`src/rtl/pwm_pkg.sv`:
```
// pwm_pkg: shared widths, carrier direction constants and
// carrier state type for the three-phase PWM generator.
package pwm_pkg;

    localparam int CNT_W_DEF = 12;
    localparam int DT_W_DEF  = 8;

    localparam logic DIR_UP   = 1'b1;
    localparam logic DIR_DOWN = 1'b0;

    typedef enum logic {
        ST_DOWN = DIR_DOWN,
        ST_UP   = DIR_UP
    } carrier_st_e;

endpackage

```
`src/rtl/pwm_carrier_gen_deadtime.sv`:
```
// pwm_deadtime: per-phase complementary gate driver with
// dead-time insertion; any raw edge restarts the interval.
module pwm_deadtime
    import pwm_pkg::*;
#(
    parameter int DT_W = DT_W_DEF
) (
    input  logic            clk,
    input  logic            global_rst,
    input  logic            raw,
    input  logic [DT_W-1:0] dead_time,
    input  logic            pwm_en,
    output logic            h,
    output logic            l
);

    logic            raw_q, raw_d;
    logic            en_q, en_d;
    logic            h_q, h_d;
    logic            l_q, l_d;
    logic [DT_W-1:0] dt_q, dt_d;
    logic            edge_s;

    // Edge detect, dead interval countdown and side selection
    always_comb begin
        raw_d  = raw & pwm_en;
        en_d   = pwm_en;
        h_d    = h_q;
        l_d    = l_q;
        dt_d   = dt_q;
        edge_s = (raw_d != raw_q) | ~en_q;
        if (!pwm_en) begin
            h_d  = 1'b0;
            l_d  = 1'b0;
            dt_d = '0;
        end else if (edge_s) begin
            h_d = 1'b0;
            l_d = 1'b0;
            if (dead_time == '0) begin
                h_d = raw_d;
                l_d = ~raw_d;
            end else begin
                dt_d = dead_time;
            end
        end else if (dt_q != '0) begin
            dt_d = dt_q - DT_W'(1);
            if (dt_q == DT_W'(1)) begin
                h_d = raw_q;
                l_d = ~raw_q;
            end
        end
    end

    // State registers
    always_ff @(posedge clk or negedge global_rst) begin
        if (!global_rst) begin
            raw_q <= 1'b0;
            en_q  <= 1'b0;
            h_q   <= 1'b0;
            l_q   <= 1'b0;
            dt_q  <= '0;
        end else begin
            raw_q <= raw_d;
            en_q  <= en_d;
            h_q   <= h_d;
            l_q   <= l_d;
            dt_q  <= dt_d;
        end
    end

    assign h = h_q;
    assign l = l_q;

endmodule

```
`src/rtl/pwm_carrier_gen.sv`:
```
// pwm_carrier_gen: center-aligned three-phase PWM with shadow duties.
// Dead-time insertion is built only with PWM_DEADTIME_EN defined.
module pwm_carrier_gen
    import pwm_pkg::*;
#(
    parameter int CNT_W  = CNT_W_DEF,
    parameter int PERIOD = 1000,
    parameter int DT_W   = DT_W_DEF
) (
    input  logic             clk,
    input  logic             global_rst,
    input  logic             tick_in,
    input  logic             pwm_en,
    input  logic [CNT_W-1:0] duty_a,
    input  logic [CNT_W-1:0] duty_b,
    input  logic [CNT_W-1:0] duty_c,
    input  logic             duty_valid,
    input  logic [DT_W-1:0]  dead_time,
    output logic             duty_ack,
    output logic             pwm_ah,
    output logic             pwm_al,
    output logic             pwm_bh,
    output logic             pwm_bl,
    output logic             pwm_ch,
    output logic             pwm_cl,
    output logic [CNT_W-1:0] cnt_out,
    output logic             cnt_dir,
    output logic             zero_pulse
);

    localparam logic [CNT_W-1:0] PEAK = CNT_W'(PERIOD);

    logic s1_q, s1_d, s2_q, s2_d, s3_q, s3_d;
    logic tick_q, tick_d;

    carrier_st_e      st_q, st_d;
    logic [CNT_W-1:0] cnt_q, cnt_d;
    logic             zp_q, zp_d;
    logic             ack_q, ack_d;

    logic [2:0][CNT_W-1:0] duty_in;
    logic [2:0][CNT_W-1:0] pend_q, pend_d;
    logic [2:0][CNT_W-1:0] act_q, act_d;
    logic [2:0]            raw_c;

    assign duty_in = {duty_c, duty_b, duty_a};

    // Synchronizer and registered rising-edge tick
    always_comb begin
        s1_d   = tick_in;
        s2_d   = s1_q;
        s3_d   = s2_q;
        tick_d = s2_q & ~s3_q;
    end

    // Carrier up/down state machine
    always_comb begin
        st_d  = st_q;
        cnt_d = cnt_q;
        zp_d  = 1'b0;
        if (!pwm_en) begin
            st_d  = ST_UP;
            cnt_d = '0;
        end else if (tick_q) begin
            unique case (st_q)
                ST_UP: begin
                    cnt_d = cnt_q + CNT_W'(1);
                    if (cnt_d == PEAK) st_d = ST_DOWN;
                end
                ST_DOWN: begin
                    cnt_d = cnt_q - CNT_W'(1);
                    if (cnt_d == '0) begin
                        st_d = ST_UP;
                        zp_d = 1'b1;
                    end
                end
            endcase
        end
    end

    // Shadow duties: clamp into pending, copy at period zero
    always_comb begin
        pend_d = pend_q;
        act_d  = act_q;
        ack_d  = duty_valid;
        if (duty_valid) begin
            for (int i = 0; i < 3; i++) begin
                pend_d[i] = (duty_in[i] > PEAK) ? PEAK : duty_in[i];
            end
        end
        if (!pwm_en || zp_d) act_d = pend_q;
    end

    // Raw compare against active duties
    always_comb begin
        raw_c = '0;
        for (int i = 0; i < 3; i++) begin
            raw_c[i] = pwm_en & (cnt_q < act_q[i]);
        end
    end

    // Carrier, shadow and synchronizer registers
    always_ff @(posedge clk or negedge global_rst) begin
        if (!global_rst) begin
            s1_q   <= 1'b0;
            s2_q   <= 1'b0;
            s3_q   <= 1'b0;
            tick_q <= 1'b0;
            st_q   <= ST_UP;
            cnt_q  <= '0;
            zp_q   <= 1'b0;
            ack_q  <= 1'b0;
            pend_q <= '0;
            act_q  <= '0;
        end else begin
            s1_q   <= s1_d;
            s2_q   <= s2_d;
            s3_q   <= s3_d;
            tick_q <= tick_d;
            st_q   <= st_d;
            cnt_q  <= cnt_d;
            zp_q   <= zp_d;
            ack_q  <= ack_d;
            pend_q <= pend_d;
            act_q  <= act_d;
        end
    end

`ifdef PWM_DEADTIME_EN
    logic [2:0] h_w, l_w;

    for (genvar i = 0; i < 3; i++) begin : g_dt
        pwm_deadtime #(.DT_W(DT_W)) u_dt (
            .clk       (clk),
            .global_rst(global_rst),
            .raw       (raw_c[i]),
            .dead_time (dead_time),
            .pwm_en    (pwm_en),
            .h         (h_w[i]),
            .l         (l_w[i])
        );
    end

    assign {pwm_ch, pwm_bh, pwm_ah} = h_w;
    assign {pwm_cl, pwm_bl, pwm_al} = l_w;
`else
    logic [2:0] h_q, h_d, l_q, l_d;
    logic       unused_dt;

    assign unused_dt = ^dead_time;

    // Plain complementary drive from the raw compare
    always_comb begin
        h_d = raw_c;
        l_d = {3{pwm_en}} & ~raw_c;
    end

    // Gate registers
    always_ff @(posedge clk or negedge global_rst) begin
        if (!global_rst) begin
            h_q <= '0;
            l_q <= '0;
        end else begin
            h_q <= h_d;
            l_q <= l_d;
        end
    end

    assign {pwm_ch, pwm_bh, pwm_ah} = h_q;
    assign {pwm_cl, pwm_bl, pwm_al} = l_q;
`endif

    assign cnt_out    = cnt_q;
    assign cnt_dir    = st_q;
    assign duty_ack   = ack_q;
    assign zero_pulse = zp_q;

endmodule

```
`config.mk`:
```
export PLATFORM = sky130hd
export DESIGN_NAME = pwm_carrier_gen
export DESIGN_NICKNAME = d
export VERILOG_FILES = /design/src/rtl/pwm_pkg.sv /design/src/rtl/pwm_carrier_gen_deadtime.sv /design/src/rtl/pwm_carrier_gen.sv
export SDC_FILE = /design/constraint.sdc
export NUM_CORES = 1
export LEC_CHECK = 0
export CORE_ASPECT_RATIO = 0.6
export CORE_UTILIZATION = 55
export DETAILED_ROUTE_END_ITERATION = 10
export DONT_BUFFER_PORTS = 1
export PLACE_DENSITY = 0.7
export SYNTH_ARGS = -nofsm -noshare
export SYNTH_HDL_FRONTEND = slang
export SYNTH_HIERARCHICAL = 1
export SYNTH_SLANG_ARGS = --single-unit
```
`constraint.sdc`:
```
create_clock -name clk -period 2.7 [get_ports clk]
set_input_delay 0.81 -clock clk [delete_from_list [all_inputs] [get_ports clk]]
set_output_delay 0.81 -clock clk [all_outputs]
set_load 0.02 [all_outputs]
```
==> results of run 1 <==
flip-flops by register name (all words and copies together) (netlist names):
signal,flops
act_q,36
cnt_dir,1
tick_q,1
zero_pulse,1
duty_ack,1
pend_q,36
cnt_out,12
s2_q,1
s1_q,1
s3_q,1
l_q,3
h_q,3
cells by family after synthesis:
group | Yosys count | synth area share
flops | 97 | 0.4851
compound gates | 80 | 0.1262
fa+ha+maj | 36 | 0.08998
mux | 37 | 0.1047
buf+inv | 64 | 0.05898
xor+xnor | 15 | 0.02624
simple gates | 107 | 0.1087
path summary, 6_finish.rpt:
check	startpoint	cells past startpoint	end
min in group clk	s1_q	0	s2_q
min	global_rst	0	cnt_out[2]
max reg2reg	cnt_out[2]	6	l_q[1]
max	cnt_out[2]	6	l_q[1]
min reg2reg	s1_q	0	s2_q
max in group asynchronous	global_rst	0	cnt_dir
final cells by class:
cell class	count	area share
clock buffers	10	0.04239
clock inverters	6	0.009266
inverters	43	0.02988
multi-input cells	275	0.4225
flip-flops and latches	97	0.4496
well taps	112	0.02594
repair buffers	13	0.02038
power by group through the flow:
stage	clock network, mW	registers (mW)	logic [mW]
after detailed placement	0	1.59	0.232
after floorplan	0	1.58	0.195
after global routing	1.29	1.57	0.257
after CTS	1.24	1.57	0.233
after global placement	0	1.59	0.221
final	1.20	1.57	0.230
layout by cell type, fill, tap and decap left out, types with 3 or more instances in the layout:
master / synthesis / final
a31oi_1: 4 / 4
a21o_1: 7 / 7
nand2_1: 22 / 22
mux2_4: 29 / 29
a22o_1: 13 / 13
nand2b_1: 3 / 3
or3_1: 9 / 9
clkbuf_16: 0 / 9
nor2_1: 26 / 26
nor2b_1: 8 / 8
o21ai_0: 5 / 5
inv_6: 0 / 3
o22ai_1: 4 / 4
nand3_1: 4 / 4
nor4_1: 5 / 5
o21ai_1: 3 / 3
ha_1: 36 / 36
a211o_1: 3 / 3
mux2_2: 7 / 7
a21oi_1: 8 / 8
buf_4: 0 / 12
xor2_1: 9 / 9
o22a_1: 15 / 15
dfrtp_1: 96 / 96
o32a_1: 3 / 3
inv_1: 42 / 42
nor3_1: 13 / 13
nand4_1: 6 / 6
xnor2_1: 6 / 6
and3_1: 3 / 3
per-stage QoR:
step	power [mW]	cell area, um^2
floorplan	1.778	5006
global placement	1.814	5122
detailed placement	1.827	5122
CTS	3.044	5401
global route	3.125	5401
finish	2.999	5401
routing by layer:
layer / up-vias / global-route usage / routed length [um]
met5: - / 0 / 0
met4: 0 / 0.06829 / 120
met3: 12 / 0.07133 / 674
met2: 107 / 0.3436 / 4527
met1: 1658 / 0.3223 / 4754
li1: 1557 / - / -
worst reg2reg max path, cell delays in order, from the launching register on:
cell,delay (ps)
dfrtp_1,750
ha_1,360
a211o_1,290
a31oi_1,190
o221ai_1,190
a221oi_1,430
o22ai_1,150
==> key figures, run 1 <==
Synthesis
  – Mean Syn Cell Area: 11.48 um^2
  – Syn_nets: between 500 and 600
  – Top FF cell, synth: dfrtp_1
  – Synthesized area: around 5000 um^2
  – Yosys synthesis warning count: 6
  – Largest cells by area after synthesis: dfrtp_1, ha_1, mux2_4
  – Synth top area share: 0.4799
  – Dominant cell type by area after synthesis: dfrtp_1
  – Seq/Total Area, Yosys: 0.4851
  – #FFs+latches synth: 97
  – Synth cell count leaders: dfrtp_1, inv_1, ha_1
  – Post-Synthesis Cells: 436
  – Netlist cell types: between 50 and 60
  – Most numerous cell in the Yosys netlist: dfrtp_1
  – Async set-reset flop share out of synthesis: 1.000
  – Number of synthesized flops with an enable pin: 0

CTS
  – Postcts setup bufs: 0
  – Cts hold-fix bufs: 0
  – # resized after CTS: 0
  – Reg clk slew, reported paths: 70 ps
  – CTS sink cnt: between 90 and 100
  – H-tree Lvls: 3
  – Clock root buffer: clkbuf_16
  – TritonCTS Buffers: 9
  – Worst-case clock buffer depth: 2
  – CTS tree: yes
  – Worst-Skew Late Latency: ~350 ps

Die
  – Chip Width: about 130 um
  – Cell Rows: 26
  – IO Count: 70
  – Die area: 9500 um^2
  – Starting Density: 0.5785
  – Core area: 8653 um^2
  – Die height: about 76 um

STA
  – Max Fclk: between 0.4 and 0.5 GHz
  – Skew final: approximately 8.8 ps
  – Min Tclk post-route: 2488 ps
  – Setup TNS Final: 0 ps
  – Fin crit share: 0.9213
  – Relative slew margins: 0.5589
  – Slew @ Worst Pin: 661.7 ps
  – Final worst setup slack: 212.4 ps
  – RSZ-0062 raised after global routing: false
  – Max-slew violation count: 0
  – Hold Vio Cnt, Final: 0
  – Endpoints failing setup: 0
  – Fin Hold WS: ~150 ps

Power
  – Net Sw Power: 0.7170 mW
  – Peak supply drop: 0.0004591 V
  – Switch share: 0.2391
  – P_int: roughly 2.3 mW
  – Fraction of power consumed by the clock network: 0.401
  – Power Density: about 560 nW/um^2
  – Comb power frac: 0.077
  – Leak Pwr: 2.625 nW
  – Sequential share of power: 0.522

Global routing
  – Largest net degree at the start of global routing: slightly below 100
  – GRT overflow: 0
  – Initial antenna violation count: 0
  – First-pass GRT wire length: about 17000 um
  – GRT Resource Usage Total: 0.2298
  – Vias in the first global route: 3300

Routing
  – DRT iter0 DRCs: 240
  – Total Wirelength: approximately 10000 um
  – Drt first pass iters: 7
  – Post-DRT Antenna Nets: 0
  – Via density: between 5 and 6
  – Via count: 3334
  – DRC viols: 0
  – Avg WL per Cell: ~18 um

Cells and area
  – Layout Cells excl Fill: approximately 560
  – Layout area overhead: 7.898%
  – Finished Core Util: 0.6242
  – Ratio of cells with drive above 1 in the final layout: 0.1622
  – NumNets Final: 524
  – Ant. Diodes: 0
  – # fillers: slightly below 700
  – Area of the multi-input gates: between 2000 and 2500 um^2
  – Storage cell area: around 2400 um^2

Setup path
  – CP Max Fanout: 12
  – Crit path cell chain: ha_1 -> a211o_1 -> a31oi_1 -> o221ai_1 -> a221oi_1 -> o22ai_1
  – Crit path buf inv count: 0
  – Max stage delay cell, worst path: dfrtp_1
  – Crit start category: register
  – FF-to-FF setup slack: 210 ps
  – CP delay by family, top: compound AO/OA/AOI/OAI gates
  – Required time of the critical path: around 2900 ps
  – CP max stage delay: between 700 and 800 ps
  – Endpoint class of the critical path: register
  – WS Path Type: reg -> reg
  – Crit path DAT: 2700 ps

Run
  – Max-cap check violation count: 0

Placement
  – I/O Buffers: 0
  – Inst Count DP: between 500 and 600
  – Pre-CTS setup slack: 216.0 ps
  – GP Congestion: 0.9064
  – DP HPWL: 7286 um

Worst hold path
  – Hold WC Path Type: in -> async

Status
  – Status: finished clean
Note: power is estimated with default switching activity, not from simulation.
==> inputs of run 2 (changes only) <==
--- a/config.mk
+++ b/config.mk
@@ -14,3 +14,4 @@
 export SYNTH_HDL_FRONTEND = slang
 export SYNTH_HIERARCHICAL = 1
 export SYNTH_SLANG_ARGS = --single-unit
+export TNS_END_PERCENT = 50
==> results of run 2 <==
Final layout, timing and power as in run 1 (identical DEF).
